### config.mk
export PLATFORM = sky130hd
export DESIGN_NAME = ssqa_ctrl
export DESIGN_NICKNAME = d
export VERILOG_FILES = /design/src/rtl/ssqa_pkg.sv /design/src/rtl/ssqa_sched.sv /design/src/rtl/ssqa_ctrl.sv
export SDC_FILE = /design/constraint.sdc
export NUM_CORES = 1
export LEC_CHECK = 0
export ABC_CLOCK_PERIOD_IN_PS = 3400
export CAP_MARGIN = 15
export CORE_MARGIN = 2
export CORE_UTILIZATION = 45
export CTS_CLUSTER_SIZE = 30
export DETAILED_ROUTE_END_ITERATION = 8
export GPL_TIMING_DRIVEN = 0
export PLACE_DENSITY_LB_ADDON = 0.25
export SLEW_MARGIN = 0
export SYNTH_ARGS = -nofsm -noshare
export SYNTH_HDL_FRONTEND = slang
export SYNTH_SLANG_ARGS = --single-unit
### constraint.sdc
create_clock -name clk -period 3.4 [get_ports clk]
set_input_delay 1.02 -clock clk [delete_from_list [all_inputs] [get_ports clk]]
set_output_delay 1.02 -clock clk [all_outputs]
set_load 0.01 [all_outputs]
### src/rtl/ssqa_pkg.sv
// Shared types and helpers for the SSQA sequencer: FSM state encoding,
// default iteration width and the saturating schedule-step function.
package ssqa_pkg;

  localparam int unsigned ITER_WIDTH_DEF = 16;
  localparam int unsigned SAT_W          = 32;

  typedef enum logic [2:0] {
    IDLE,
    CLR,
    ACC,
    DRAIN,
    UPD,
    NEXT,
    FIN
  } ctrl_state_t;

  // x <= min(x+step, max_v); holds when step<=0 or x already at/over the ceiling.
  // The sum is one bit wider than the operands so it can never wrap.
  function automatic logic signed [SAT_W-1:0] sat_add_step(
    input logic signed [SAT_W-1:0] x,
    input logic signed [SAT_W-1:0] step,
    input logic signed [SAT_W-1:0] max_v
  );
    logic signed [SAT_W:0] sum;
    sum = $signed({x[SAT_W-1], x}) + $signed({step[SAT_W-1], step});
    if (step <= 0 || x >= max_v) return x;
    if (sum > $signed({max_v[SAT_W-1], max_v})) return max_v;
    return sum[SAT_W-1:0];
  endfunction

endpackage

### src/rtl/ssqa_sched.sv
// One annealing schedule register (I0 or Q): loads its minimum on job start,
// then steps towards its ceiling with saturation when the controller asks.
module ssqa_sched
  import ssqa_pkg::*;
#(
  parameter int unsigned W = 8
) (
  input  logic                clk,
  input  logic                i_rst,
  input  logic                i_load,
  input  logic                i_step,
  input  logic signed [W-1:0] i_min,
  input  logic signed [W-1:0] i_max,
  input  logic signed [W-1:0] i_incr,
  output logic signed [W-1:0] o_val
);

  logic signed [W-1:0] r_val;
  logic signed [W-1:0] r_max;
  logic signed [W-1:0] r_incr;

  always_ff @(posedge clk) begin
    if (i_rst) begin
      r_val  <= '0;
      r_max  <= '0;
      r_incr <= '0;
    end else if (i_load) begin
      r_val  <= i_min;
      r_max  <= i_max;
      r_incr <= i_incr;
    end else if (i_step) begin
      r_val <= W'(sat_add_step(SAT_W'(r_val), SAT_W'(r_incr), SAT_W'(r_max)));
    end
  end

  assign o_val = r_val;

endmodule

### src/rtl/ssqa_ctrl.sv
// Upstream sequencer for the SSQA replica array: runs num_iter sweeps over all
// spins/couplings, driving array strobes, counters and the I0/Q schedule.
module ssqa_ctrl
  import ssqa_pkg::*;
#(
  parameter int unsigned N          = 800,
  parameter int unsigned NN         = 800,
  parameter int unsigned TEM_WIDTH  = 8,
  parameter int unsigned ITER_WIDTH = ITER_WIDTH_DEF
) (
  input  logic                        clk,
  input  logic                        rst_ini,
  input  logic                        start,
  input  logic [ITER_WIDTH-1:0]       num_iter,
  input  logic [7:0]                  tau,
  input  logic signed [TEM_WIDTH-1:0] i0_min,
  input  logic signed [TEM_WIDTH-1:0] i0_max,
  input  logic signed [TEM_WIDTH-1:0] i0_step,
  input  logic signed [TEM_WIDTH-1:0] q_min,
  input  logic signed [TEM_WIDTH-1:0] q_max,
  input  logic signed [TEM_WIDTH-1:0] q_step,
  output logic                        en_read,
  output logic                        en_mult,
  output logic                        en_upd,
  output logic                        rst_iter,
  output logic [$clog2(NN)-1:0]       count_spin,
  output logic [$clog2(NN)-1:0]       count_bit,
  output logic [ITER_WIDTH-1:0]       count_iter,
  output logic signed [TEM_WIDTH-1:0] I0,
  output logic signed [TEM_WIDTH-1:0] Q,
  output logic                        busy,
  output logic                        done
);

  localparam int unsigned CW = $clog2(NN);
  localparam logic [CW-1:0] LAST_BIT  = CW'(NN - 1);
  localparam logic [CW-1:0] LAST_SPIN = CW'(N - 1);

  ctrl_state_t             r_state;
  ctrl_state_t             w_next;
  logic [CW-1:0]           r_count_spin;
  logic [CW-1:0]           r_count_bit;
  logic [ITER_WIDTH-1:0]   r_count_iter;
  logic [ITER_WIDTH-1:0]   r_num_iter;
  logic [ITER_WIDTH-1:0]   w_iter_inc;
  logic [7:0]              r_tau;
  logic [7:0]              r_tau_cnt;
  logic                    r_busy;
  logic                    r_en_mult;
  logic                    w_tau_hit;
  logic                    w_load;
  logic                    w_step;

  assign w_iter_inc = r_count_iter + ITER_WIDTH'(1);
  // A sweep counter modulo tau replaces (count_iter+1)%tau==0 without a divider.
  assign w_tau_hit  = (r_tau != '0) && (r_tau_cnt == r_tau - 8'd1);

  always_ff @(posedge clk) begin
    if (rst_ini) r_state <= IDLE;
    else         r_state <= w_next;
  end

  always_comb begin
    w_next = r_state;
    unique case (r_state)
      IDLE:    if (start) w_next = (num_iter == '0) ? FIN : CLR;
      CLR:     w_next = ACC;
      ACC:     if (r_count_bit == LAST_BIT) w_next = DRAIN;
      DRAIN:   w_next = UPD;
      UPD:     w_next = (r_count_spin == LAST_SPIN) ? NEXT : CLR;
      NEXT:    w_next = (w_iter_inc == r_num_iter) ? FIN : CLR;
      FIN:     w_next = IDLE;
      default: w_next = IDLE;
    endcase
  end

  always_comb begin
    rst_iter = 1'b0;
    en_read  = 1'b0;
    en_upd   = 1'b0;
    done     = 1'b0;
    w_load   = 1'b0;
    w_step   = 1'b0;
    case (r_state)
      IDLE:    w_load   = start;
      CLR:     rst_iter = 1'b1;
      ACC:     en_read  = 1'b1;
      UPD:     en_upd   = 1'b1;
      NEXT:    w_step   = w_tau_hit;
      FIN:     done     = 1'b1;
      default: ;
    endcase
  end

  always_ff @(posedge clk) begin
    if (rst_ini) begin
      r_count_spin <= '0;
      r_count_bit  <= '0;
      r_count_iter <= '0;
      r_num_iter   <= '0;
      r_tau        <= '0;
      r_tau_cnt    <= '0;
      r_busy       <= 1'b0;
      r_en_mult    <= 1'b0;
    end else begin
      r_en_mult <= en_read;
      case (r_state)
        IDLE: if (start) begin
          r_num_iter   <= num_iter;
          r_tau        <= tau;
          r_tau_cnt    <= '0;
          r_count_spin <= '0;
          r_count_bit  <= '0;
          r_count_iter <= '0;
          r_busy       <= 1'b1;
        end
        CLR:  r_count_bit <= '0;
        ACC:  if (r_count_bit != LAST_BIT) r_count_bit <= r_count_bit + CW'(1);
        UPD:  if (r_count_spin != LAST_SPIN) r_count_spin <= r_count_spin + CW'(1);
        NEXT: begin
          r_count_spin <= '0;
          r_count_iter <= w_iter_inc;
          if (r_tau != '0) r_tau_cnt <= w_tau_hit ? '0 : r_tau_cnt + 8'd1;
        end
        FIN:  r_busy <= 1'b0;
        default: ;
      endcase
    end
  end

  ssqa_sched #(.W(TEM_WIDTH)) u_sched_i0 (
    .clk    (clk),
    .i_rst  (rst_ini),
    .i_load (w_load),
    .i_step (w_step),
    .i_min  (i0_min),
    .i_max  (i0_max),
    .i_incr (i0_step),
    .o_val  (I0)
  );

  ssqa_sched #(.W(TEM_WIDTH)) u_sched_q (
    .clk    (clk),
    .i_rst  (rst_ini),
    .i_load (w_load),
    .i_step (w_step),
    .i_min  (q_min),
    .i_max  (q_max),
    .i_incr (q_step),
    .o_val  (Q)
  );

  assign en_mult    = r_en_mult;
  assign count_spin = r_count_spin;
  assign count_bit  = r_count_bit;
  assign count_iter = r_count_iter;
  assign busy       = r_busy;

endmodule

==> metrics.yaml <==
status: "finished, final reports clean"
post-route-min-period_ns: 3.32
clkSlewWorstSetupHoldPaths_ns: 0.06
placed_cell_area_mm2: 0.00896
finalSetupViolCount: 0
netlist_instances: 938
viasPerCell: 5.59
cts_sinks: 121
crit_path_end_kind: "flip-flop"
crit_arrival_ns: 3.63
worstPathCellList: "ha_4, a21o_1, a21oi_1, o21ai_1, o31ai_2, xnor2_1, ha_1, a211oi_2, nand2_1, o21ai_4, mux2i_2, a311oi_2, a22o_1"
critPathBufInv: 0
wl_per_cell_um: 16.4
via_count: 7379
boundaryPins: 133
ctsLongestPathBuffers: 2
swShare: 0.323
numCtsBuffers: 17
fin_nets: 1223
crit_required_ns: 3.71
cts_hold_buf: 0
area_delta_synth_final_pct: 31.7
synth-xor-area-share: 0.0738
grt_max_degree: 17
h-tree-depth: 4
clock_power_share: 0.367
dpl.hpwl_um: 15800
fmax_mhz: 302
final_cells: 1319
hold_path.class: "flip-flop to flip-flop"
die_h_um: 132
synth_top_family_by_area: "simple AND/OR/NAND/NOR gates"
tns_ns: 0
synth_compound_area_frac: 0.182
seq_area_frac_synth: 0.329
crit_slowest_cell: "dfxtp_1"
synth_async_sr_flop_share: 0
syn_area_mm2: 0.00736
power.leakage_uw: 0.00375
criticalPathCategory: "flip-flop to flip-flop"
start_kind: "flip-flop"
filler_cell_count: 1488
postLayoutCoreUtil: 0.608
max_slew_margin: 0.473
ys_seq_elements: 121
hold_viol: 0
p_switching_uw: 1590
grt_pass1_vias: 7139
drt_iter0_drc: 534
cpPeakStageDelay_ns: 0.45
cpLargestDelayFamily: "compound AO/OA/AOI/OAI gates"
syn_nets: 1071
start_util: 0.462
maxCapViolCount: 0
synth_fa_ha_area_frac: 0.101
ir_drop_mv: 0.459
port_buffers: 132
synthMuxAreaShare: 0.0238
clock-root-buffer: "clkbuf_16"
drc: 0
die-area_mm2: 0.0174
synthSimpleGateAreaFrac: 0.248
chipWidth_um: 132
ff2ff_setup_slack_ns: 0.08
antenna_found_initial: 0
postRouteAntennaNets: 0
grt_pass1_wl_um: 35300
gp_congestion: 0.915
synth.distinct_cells: 71
ys.warnings.count: 0
design.core.area_mm2: 0.0159
cts_tree: "built"
syn_area_per_cell_um2: 7.85
slew_viol_final: 0
row_count: 46
clock_skew_ns: 0.00690
grt-ovfl-total: 0
insertion_delay_ns: 0.43
dp.cells: 1287
internal_power_uw: 3340
critical_path.max_fanout: 4
synth_edf_count: 0
final_area_mm2: 0.00970
drtPass1Iterations: 5
fin_crit_sh: 0.975
drive_gt1_frac: 0.0771
p_per_area_mw_per_mm2: 508
worstMarginPinSlew_ns: 0.783
diodes: 0
p_comb_frac: 0.302
grt_use_total: 0.248
wirelength_um: 21600
synthFlopType: "dfxtp_1"
seq_power_share: 0.331
-- worst register-to-register path: stages (launching register included) --
cell and delay (ns):
dfxtp_1 0.45, ha_4 0.26, a21o_1 0.15, a21oi_1 0.12, o21ai_1 0.13, o31ai_2 0.29
xnor2_1 0.21, ha_1 0.32, a211oi_2 0.24, nand2_1 0.13, o21ai_4 0.26, mux2i_2 0.26
a311oi_2 0.14, a22o_1 0.23
-- registers in the layout (all words and copies together) (netlist names) --
| name | cells |
|---|---|
| count_iter | 16 |
| r_num_iter | 16 |
| count_bit | 10 |
| count_spin | 10 |
| r_tau | 8 |
| r_tau_cnt | 8 |
| u_sched_i0.o_val | 8 |
| u_sched_i0.r_incr | 8 |
| u_sched_i0.r_max | 8 |
| u_sched_q.o_val | 8 |
| u_sched_q.r_incr | 8 |
| u_sched_q.r_max | 8 |
| r_state | 3 |
| busy | 1 |
| en_mult | 1 |
-- cells in the mapped netlist (6+ instances only) --
| cell | instances | area share |
|---|---|---|
| o21ai_0 | 34 | 0.023 |
| mux2i_1 | 13 | 0.018 |
| xor2_1 | 30 | 0.036 |
| dfxtp_1 | 121 | 0.33 |
| nand2_1 | 154 | 0.079 |
| a211oi_1 | 8 | 0.0082 |
| nor4_1 | 14 | 0.012 |
| a21oi_1 | 105 | 0.071 |
| ha_1 | 56 | 0.095 |
| o311ai_0 | 6 | 0.0071 |
| nor3_1 | 12 | 0.0082 |
| a31oi_1 | 6 | 0.0051 |
| and3_1 | 13 | 0.011 |
| nor2b_1 | 6 | 0.0051 |
| clkbuf_1 | 34 | 0.017 |
| xnor2_1 | 32 | 0.038 |
| inv_1 | 31 | 0.016 |
| a21o_1 | 6 | 0.0061 |
| or2_2 | 7 | 0.0059 |
| nand3_1 | 33 | 0.022 |
| nand4_1 | 22 | 0.019 |
| nor2_1 | 88 | 0.045 |
-- per-layer routing --
layer  GRT usage  vias to the layer above  share of wire
met5           0                        -              0
met4      0.0839                        0          0.020
met3      0.0581                       42          0.058
met2       0.410                      246           0.47
met1       0.319                     3453           0.45
li1            -                     3638              -
-- cells in the final DEF (no fill, tap or decap), types with 17 or more instances in the layout --
cell type	n
nand2_1	154
clkdlybuf4s50_1	132
dfxtp_1	117
a21oi_1	100
nor2_1	86
ha_1	52
clkbuf_1	37
o21ai_0	33
nand3_1	32
inv_1	31
xnor2_1	31
xor2_1	30
nand4_1	22
clkbuf_16	17
-- worst paths after layout --
check | from | cells after the start | to
worst max-delay path | u_sched_i0.o_val[3] | 13 | u_sched_i0.o_val[4]
worst min-delay path | u_sched_i0.r_max[7] | 2 | u_sched_i0.r_max[7]
worst max register to register | u_sched_i0.o_val[3] | 13 | u_sched_i0.o_val[4]
worst min register to register | u_sched_i0.r_max[7] | 2 | u_sched_i0.r_max[7]
-- final cells by class --
type / count / area (um^2) / area share
clock inverters: 7 / 90.1 / 0.00929
inverters: 31 / 116 / 0.0120
flip-flops and latches: 121 / 2430 / 0.250
repair buffers: 135 / 1340 / 0.138
plain buffers: 43 / 198 / 0.0204
multi-input cells: 741 / 4760 / 0.491
clock buffers: 25 / 495 / 0.0511
well taps: 216 / 270 / 0.0279
-- timing repair --
item / CTS / global route
setup buffers: 0 / 2
setup endpoints to repair: 8 / 19
endpoints found under the hold margin: 0 / 0
gates resized for setup: 7 / 29
pin swaps: 1 / 7
-- through the flow --
stage / power (uW) / hold slack (ns) / worst slack [ns]
floorplan: 2570 / 0.436 / 0.107
global placement: 2990 / 0.444 / -0.300
detailed placement: 3010 / 0.446 / -0.300
CTS: 4860 / 0.454 / 0.0157
global route: 5170 / 0.492 / -0.0280
finish: 4930 / 0.454 / 0.0846
-- power by group through the flow --
stage               Sequential, uW  Clock [uW]  Combinational [uW]
floorplan                     1630           0                 935
global placement              1650           0                1330
detailed placement            1650           0                1360
CTS                           1620        1830                1410
global route                  1640        1880                1650
finish                        1630        1810                1490
-- cells by family (layout without fill, tap and decap cells) --
| family | Yosys count | count (layout) |
|---|---|---|
| AO/OA/AOI/OAI | 217 | 217 |
| XOR/XNOR | 62 | 62 |
| adder cells (fa/ha/maj) | 58 | 58 |
| buffers and inverters | 76 | 241 |
| flip-flops | 121 | 121 |
| multiplexers | 17 | 17 |
| AND/OR/NAND/NOR | 387 | 387 |
Power figures use the tool's default switching activity.
